## src/rtl/mult_pkg.sv

```systemverilog
// mult_pkg: shared definitions for the sequential shift-add multiplier.
//   - state_e      : FSM state encoding (IDLE / RUN / DONE)
//   - clog2        : ceiling log2, used to size the iteration counter
//   - WIDTH_MIN/MAX: legal operand width range
//   - twos_negate  : two's-complement negate on a 64-bit container; callers
//                    zero-extend their operand and truncate the result.
package mult_pkg;

    localparam int WIDTH_MIN = 2;
    localparam int WIDTH_MAX = 32;

    typedef enum logic [1:0] {
        IDLE = 2'd0,
        RUN  = 2'd1,
        DONE = 2'd2
    } state_e;

    // Returns at least 1 so a counter of this width is always declarable.
    function automatic int clog2(input int value);
        int result;
        int v;
        result = 0;
        v      = value - 1;
        while (v > 0) begin
            result = result + 1;
            v      = v >>> 1;
        end
        return (result < 1) ? 1 : result;
    endfunction

    function automatic logic [63:0] twos_negate(input logic [63:0] x);
        return ~x + 64'd1;
    endfunction

endpackage

```

## src/rtl/seq_array_multiplier.sv

```systemverilog
// seq_array_multiplier: iterative shift-add multiplier, one partial product
// per clock, with valid/ready handshakes and optional signed mode.
// Ports:
//   clk         - clock, rising edge
//   rst_n       - asynchronous active-low reset
//   in_valid    - operands a/b/signed_mode valid
//   in_ready    - high in IDLE, operands accepted on in_valid && in_ready
//   a, b        - WIDTH-bit multiplicand / multiplier
//   signed_mode - two's-complement operands when 1 (needs SIGNED_EN=1)
//   out_valid   - product valid (DONE state)
//   out_ready   - consumer accepts product
//   product     - 2*WIDTH-bit result, held until the next result or reset
//   busy        - high in RUN and DONE
module seq_array_multiplier
    import mult_pkg::*;
#(
    parameter int WIDTH     = 8,
    parameter bit SIGNED_EN = 1'b1
) (
    input  logic                 clk,
    input  logic                 rst_n,
    input  logic                 in_valid,
    output logic                 in_ready,
    input  logic [WIDTH-1:0]     a,
    input  logic [WIDTH-1:0]     b,
    input  logic                 signed_mode,
    output logic                 out_valid,
    input  logic                 out_ready,
    output logic [2*WIDTH-1:0]   product,
    output logic                 busy
);

    localparam int CW = clog2(WIDTH);

    generate
        if (WIDTH < WIDTH_MIN || WIDTH > WIDTH_MAX) begin : g_bad_width
            $error("seq_array_multiplier: WIDTH out of legal range");
        end
    endgenerate

    state_e               state_q, state_d;
    logic [WIDTH-1:0]     acc_q, acc_d;
    logic [WIDTH-1:0]     mplr_q, mplr_d;
    logic [WIDTH-1:0]     mcand_q, mcand_d;
    logic [CW-1:0]        count_q, count_d;
    logic                 neg_q, neg_d;
    logic [2*WIDTH-1:0]   product_q, product_d;

    logic                 signed_op;
    logic [WIDTH-1:0]     a_mag, b_mag;
    logic [WIDTH:0]       sum;
    logic [2*WIDTH-1:0]   shifted;
    logic [2*WIDTH-1:0]   final_product;

    // With SIGNED_EN=0 the signed path folds away entirely.
    assign signed_op = SIGNED_EN && signed_mode;

    // Magnitudes are kept unsigned in WIDTH bits, so |-2^(W-1)| = 2^(W-1) fits.
    assign a_mag = (signed_op && a[WIDTH-1]) ? WIDTH'(twos_negate(64'(a))) : a;
    assign b_mag = (signed_op && b[WIDTH-1]) ? WIDTH'(twos_negate(64'(b))) : b;

    // One extra bit keeps the carry, which shifts into acc's MSB.
    assign sum     = {1'b0, acc_q} + (mplr_q[0] ? {1'b0, mcand_q} : '0);
    assign shifted = {sum, mplr_q[WIDTH-1:1]};
    assign final_product = neg_q ? (2*WIDTH)'(twos_negate(64'(shifted))) : shifted;

    always_comb begin
        state_d   = state_q;
        acc_d     = acc_q;
        mplr_d    = mplr_q;
        mcand_d   = mcand_q;
        count_d   = count_q;
        neg_d     = neg_q;
        product_d = product_q;
        case (state_q)
            IDLE: begin
                if (in_valid) begin
                    mcand_d = a_mag;
                    mplr_d  = b_mag;
                    neg_d   = signed_op && (a[WIDTH-1] ^ b[WIDTH-1]);
                    acc_d   = '0;
                    count_d = '0;
                    state_d = RUN;
                end
            end
            RUN: begin
                acc_d   = shifted[2*WIDTH-1:WIDTH];
                mplr_d  = shifted[WIDTH-1:0];
                count_d = count_q + 1'b1;
                if (count_q == CW'(WIDTH - 1)) begin
                    product_d = final_product;
                    state_d   = DONE;
                end
            end
            DONE: begin
                if (out_ready) begin
                    state_d = IDLE;
                end
            end
            default: begin
                state_d = IDLE;
            end
        endcase
    end

    always_ff @(posedge clk or negedge rst_n) begin
        if (!rst_n) begin
            state_q   <= IDLE;
            acc_q     <= '0;
            mplr_q    <= '0;
            mcand_q   <= '0;
            count_q   <= '0;
            neg_q     <= 1'b0;
            product_q <= '0;
        end else begin
            state_q   <= state_d;
            acc_q     <= acc_d;
            mplr_q    <= mplr_d;
            mcand_q   <= mcand_d;
            count_q   <= count_d;
            neg_q     <= neg_d;
            product_q <= product_d;
        end
    end

    assign in_ready  = (state_q == IDLE);
    assign out_valid = (state_q == DONE);
    assign busy      = (state_q != IDLE);
    assign product   = product_q;

endmodule

```

## config.mk

```make
export PLATFORM = sky130hd
export DESIGN_NAME = seq_array_multiplier
export DESIGN_NICKNAME = d
export VERILOG_FILES = /design/src/rtl/mult_pkg.sv /design/src/rtl/seq_array_multiplier.sv
export SDC_FILE = /design/constraint.sdc
export NUM_CORES = 1
export LEC_CHECK = 0
export BUFFER_PORTS_ARGS = -buffer_cell sky130_fd_sc_hd__buf_2
export CAP_MARGIN = 20
export CORE_ASPECT_RATIO = 1.25
export CORE_UTILIZATION = 52
export CTS_CLUSTER_SIZE = 8
export DETAILED_ROUTE_END_ITERATION = 6
export PLACE_DENSITY = 0.8
export SYNTH_ARGS = -nofsm -noshare
export SYNTH_HDL_FRONTEND = slang
export SYNTH_SLANG_ARGS = --single-unit
```

## constraint.sdc

```tcl
create_clock -name clk -period 2.8 [get_ports clk]
set_input_delay 0.42 -clock clk [delete_from_list [all_inputs] [get_ports clk]]
set_output_delay 0.42 -clock clk [all_outputs]
set_load 0.1 [all_outputs]
```

; Yosys cells after proc, flatten, opt, wreduce, memory -nomap -nowiden
; Index checks and enable logic that the tools add are counted.
[totals]
register_bits = 46
elab_cells = 46
input_bits = 21
output_inout_bits = 19
[classes]
mux = 14
bitwise = 4
n_eq_ne = 6
add_sub_neg = 5
reduce_logical = 10
[ops]
columns = cell, n
row1 = $mux 8, 5
row2 = $pmux 8 s2, 2
row3 = $add 16x1->16 const B, 1
row4 = $add 8x1->8 const B, 2
row5 = $mux 16, 1
row6 = $not 16->16, 1
row7 = $not 8->8, 2
row8 = $add 8x8->9, 1
row9 = $mux 2, 3
row10 = $pmux 2 s3, 1
row11 = $pmux 3 s2, 1
row12 = $reduce_and 2->1, 3
row13 = $ne 2x2->1 const B, 2
row14 = $reduce_bool 2->1, 2
row15 = $add 3x1->3 const B, 1
row16 = $eq 3x3->1 const B, 1
row17 = $logic_and 1x1->1, 3
row18 = $mux 3, 1
row19 = $reduce_and 3->1, 1
row20 = $eq 2x1->1 const B, 1
row21 = $eq 2x2->1 const B, 1
row22 = $logic_not 2->1, 1
row23 = $ne 2x1->1 const B, 1
row24 = $xor 1x1->1, 1

; Longest topological paths before layout
[logic_depth]
depth_word = 5
mapped_depth = 10
mapped_depth_nobuf = 10

; Worst setup path after synthesis
; No wires, ideal clock.
[synth_timing]
kind = reg2out
startpoint = reg state_q[0]
endpoint = out busy
required_ps = 2380
path_buffers = 0
setup_slack_ps = -288
stages_incl_launch_ff = 3
arrival_ps = 2668
path_cell_list = dfrtp_1 > nor2_1 > inv_1
[synth_between]
elab_chain_cells = 1
[synth_lines]
columns = item, line_no
row1 = start: declaration, seq_array_multiplier.sv:41  ; state_e state_q, state_d;
row2 = start signal: assignment, seq_array_multiplier.sv:116  ; state_q <= state_d;
row3 = $reduce_bool 2->1, seq_array_multiplier.sv:128  ; assign busy = (state_q != IDLE);
row4 = end: declaration, seq_array_multiplier.sv:30  ; output logic busy
; No other way between the ends.

; Worst setup path after layout
[layout_timing]
startpoint = reg mplr_q[0]
endpoint = reg product_q[15] (netlist: product[15])
[layout_between]
elab_chain_cells = 5
[layout_lines]
columns = item, line_no
row1 = start: declaration, seq_array_multiplier.sv:43  ; logic [WIDTH-1:0] mplr_q, mplr_d;
row2 = start signal: assignment, seq_array_multiplier.sv:118  ; mplr_q <= mplr_d;
row3 = $mux 8 (*), seq_array_multiplier.sv:63  ; assign sum = {1'b0, acc_q} + (mplr_q[0] ? {1'b0, mcand_q} : '0);
row4 = $add 8x8->9 (*), seq_array_multiplier.sv:63
row5 = $not 16->16, mult_pkg.sv:32  ; return ~x + 64'd1;
row6 = $add 16x1->16, mult_pkg.sv:32
row7 = $mux 16 (*), seq_array_multiplier.sv:65  ; assign final_product = neg_q ? (2*WIDTH)'(twos_negate(64'(shifted))) : shifted;
row8 = end signal: assignment, seq_array_multiplier.sv:122  ; product_q <= product_d;
row9 = end: declaration, seq_array_multiplier.sv:47  ; logic [2*WIDTH-1:0] product_q, product_d;
; Every way passes the cells marked *; elsewhere a longest branch is shown, timed or not.
; A chain may end at the register's enable or synchronous reset.

==> results.py <==
metrics = {
    "critical_path": {
        "critical_path.top_delay_family": "compound AO/OA/AOI/OAI gates",
        "slowest_delay_ns": 0.40,
        "cp-end-kind": "register",
        "critPathMaxFanout": 7,
        "cp.required_ns": 2.98,
        "worstSetupPathType": "reg2reg",
        "worstPathArrival_ns": 2.85,
        "path_buf_inv": 1,
        "start_kind": "register",
        "worstPathCellList": "buf_4, and2_1, ha_1, a21o_1, a41o_2, o21ai_0, nand3_1, o41ai_4, xor2_1, o21ai_1",
        "cp_slowest_cell": "dfrtp_1",
    },
    "logic_synthesis": {
        "muxShareOfSynthArea_pct": 1.103,
        "yosys_most_used_dff": "dfrtp_1",
        "synth-seq-cells": 46,
        "synth_area_per_cell_um2": 8.897,
        "yosys-top-cells-area": "dfrtp_1 42%, nand2_1 7.7%, o21ai_0 7.5%",
        "async_reset_ff_share_pct": 100.0,
        "yosysWarnings": 0,
        "synth_top_family_by_area": "simple AND/OR/NAND/NOR gates",
        "synthSimpleGateAreaFrac_pct": 19.44,
        "synth-xor-area-share_pct": 9.972,
        "synth_compound_area_share_pct": 16.77,
        "syn_area_mm2": 0.002723,
        "netlist.top_cell.by_area": "dfrtp_1",
        "yosysTopAreaCellShare_pct": 42.28,
        "yosysMostFrequentCell": "nand2_1",
        "synthCells": 306,
        "synth-edff-count": 0,
        "synthAdderAreaFrac_pct": 6.710,
        "ys_seq_area_share_pct": 42.28,
        "synthTopCellsByCount": "56 x nand2_1, 46 x dfrtp_1, 41 x o21ai_0",
        "ys_types": 37,
        "synth_nets": 341,
    },
    "clock_network": {
        "clock-root-buffer": "clkbuf_8",
        "cts.sinks": 46,
        "path_clk_slew_ns": 0.09,
        "htree_levels": 2,
        "cts_max_path_buffers": 2,
        "numCtsBuffers": 5,
        "insertion_delay_ns": 0.31,
        "holdBufCountCts": 0,
        "cts_tree": "yes",
    },
    "placement": {
        "place_area_mm2": 0.002975,
        "portBuffers": 39,
        "gp_congestion": 0.8880,
        "dpl.hpwl_mm": 4.066,
    },
    "floorplanning": {
        "row_count": 29,
        "die_h_um": 82.90,
        "dieArea_mm2": 0.005531,
        "die_w_um": 66.72,
        "core_area_mm2": 0.005044,
        "initial_core_util_pct": 53.98,
        "io_pins": 40,
    },
    "final_layout": {
        "num_antenna_cells": 0,
        "final_nets": 380,
        "drive_above_1_share_pct": 18.50,
        "syn2layout_area_growth_pct": 15.53,
        "n_fill_cell": 433,
        "fin_area_mm2": 0.003146,
    },
    "global_route": {
        "grt_max_degree": 47,
        "first_global_vias": 2136,
        "grt_overflow": 0,
        "grt_usage_pct": 22.27,
        "antenna_found_initial": 0,
        "grt_pass1_wl_mm": 9.473,
    },
    "sta": {
        "skew_ns": 0.01401,
        "maxSlewHeadroom_pct": 30.10,
        "fmax_ghz": 0.3747,
        "fin_crit_sh_pct": 95.31,
        "drv_slew": 0,
        "final_hold_viol_count": 0,
        "rsz0062_at_grt": "yes",
        "worst_pin_slew_ns": 1.046,
        "period_needed_ns": 2.669,
        "setup_violations": 0,
    },
    "drt": {
        "wire_per_inst_um": 13.27,
        "met3_wirelength_um": 203,
        "dr.pass1.iters": 4,
        "wl_met1_mm": 2.424,
        "post_drt_via_cell_ratio": 5.490,
        "drc": 0,
        "route.vias.total": 2240,
        "drtIter0Drc": 101,
        "wirelength_mm": 5.413,
        "antenna_left": 0,
        "wl_met2_mm": 2.667,
        "top_layer": "met4",
    },
    "run": {
        "maxCapViolCount": 0,
    },
    "outcome": {
        "outcome": "finished clean",
    },
    "hold_path": {
        "hold_class": "in2async",
    },
}
cell usage in the layout, fill, tap and decap left out, types with 2 or more instances in the layout:
| master | instances |
|---|---|
| and3_1 | 3 |
| nor2_1 | 16 |
| a31oi_1 | 3 |
| o41ai_4 | 2 |
| o21ai_1 | 2 |
| nand2_1 | 55 |
| clkbuf_8 | 5 |
| a21o_1 | 4 |
| and2_1 | 9 |
| xor2_1 | 14 |
| or3_1 | 4 |
| o21ai_0 | 41 |
| nand2b_1 | 4 |
| a21oi_1 | 3 |
| a22oi_1 | 6 |
| mux2i_1 | 3 |
| xnor2_1 | 16 |
| buf_4 | 6 |
| nor3_1 | 2 |
| o31ai_1 | 5 |
| dfrtp_1 | 46 |
| ha_1 | 13 |
| nor2b_1 | 3 |
| inv_1 | 9 |
| buf_2 | 39 |
| nand3_1 | 15 |
through the flow:
stage	hold WS [ns]	worst slack, ns	util (%)	setup TNS [ns]	instances
after floorplan	0.1244	0.07299	-	0	306
after CTS	0.2908	0.02209	61.32	0	408
final	0.2601	0.1313	62.37	0	408
after global routing	0.2868	-0.002352	62.37	-0.002352	408
after global placement	0.4573	0.07032	58.99	0	400
after detailed placement	0.4650	-0.02593	58.99	-0.02593	400
repair_timing:
action	in CTS	in global routing
pin swaps	0	2
setup endpoints to repair	1	15
buffers inserted	0	0
gates resized for setup	1	9
area by class of cell:
class	count	area (µm²)	area share (%)
multi-input cells	238	1533	48.73
flip-flops and latches	46	1151	36.59
repair buffers	45	240.2	7.637
well taps	62	77.57	2.466
clock buffers	6	72.57	2.307
clock inverters	2	37.54	1.193
inverters	9	33.78	1.074
worst reg2reg max path: cells and delay by family (launching register included):
| kind | cells | cell delay, ns |
|---|---|---|
| buffers and inverters | 1 | 0.16 |
| AO/OA/AOI/OAI | 5 | 1.16 |
| XOR/XNOR | 1 | 0.17 |
| flip-flops | 1 | 0.40 |
| AND/OR/NAND/NOR | 2 | 0.30 |
| adder cells (fa/ha/maj) | 1 | 0.34 |
layer usage:
layer,vias to the layer above,global-route usage [%]
li1,1136,-
met1,1036,28.40
met2,57,36.64
met3,11,4.258
met4,0,8.317
met5,-,0
worst paths after layout:
path / slack (ns) / end / cells past startpoint / from
hold reg to reg: 0.48 / product[13] / 2 / product[13]
setup reg to reg: 0.13 / product[15] / 10 / mplr_q[0]
min in group clk: 0.29 / state_q[1] / 2 / out_ready
hold / removal: 0.26 / mplr_q[4] / 1 / rst_n
max in group asynchronous: 1.93 / product[12] / 1 / rst_n
setup / recovery: 0.13 / product[15] / 10 / mplr_q[0]
sequential cells by signal, indices dropped and copies added, names as in the netlist:
| register | cells |
|---|---|
| mplr_q | 8 |
| product | 16 |
| neg_q | 1 |
| state_q | 2 |
| mcand_q | 8 |
| acc_q | 8 |
| count_q | 3 |
cells by family (layout without fill, tap and decap cells):
logic type | count (synthesis) | in the layout
flops | 46 | 46
xor+xnor | 31 | 31
compound gates | 74 | 74
mux | 3 | 3
fa+ha+maj | 14 | 14
buf+inv | 22 | 62
simple gates | 116 | 116
Power is left out: the tool's default activity adds up to more than one toggle a clock period on the data nets, which glitch-free logic cannot reach.
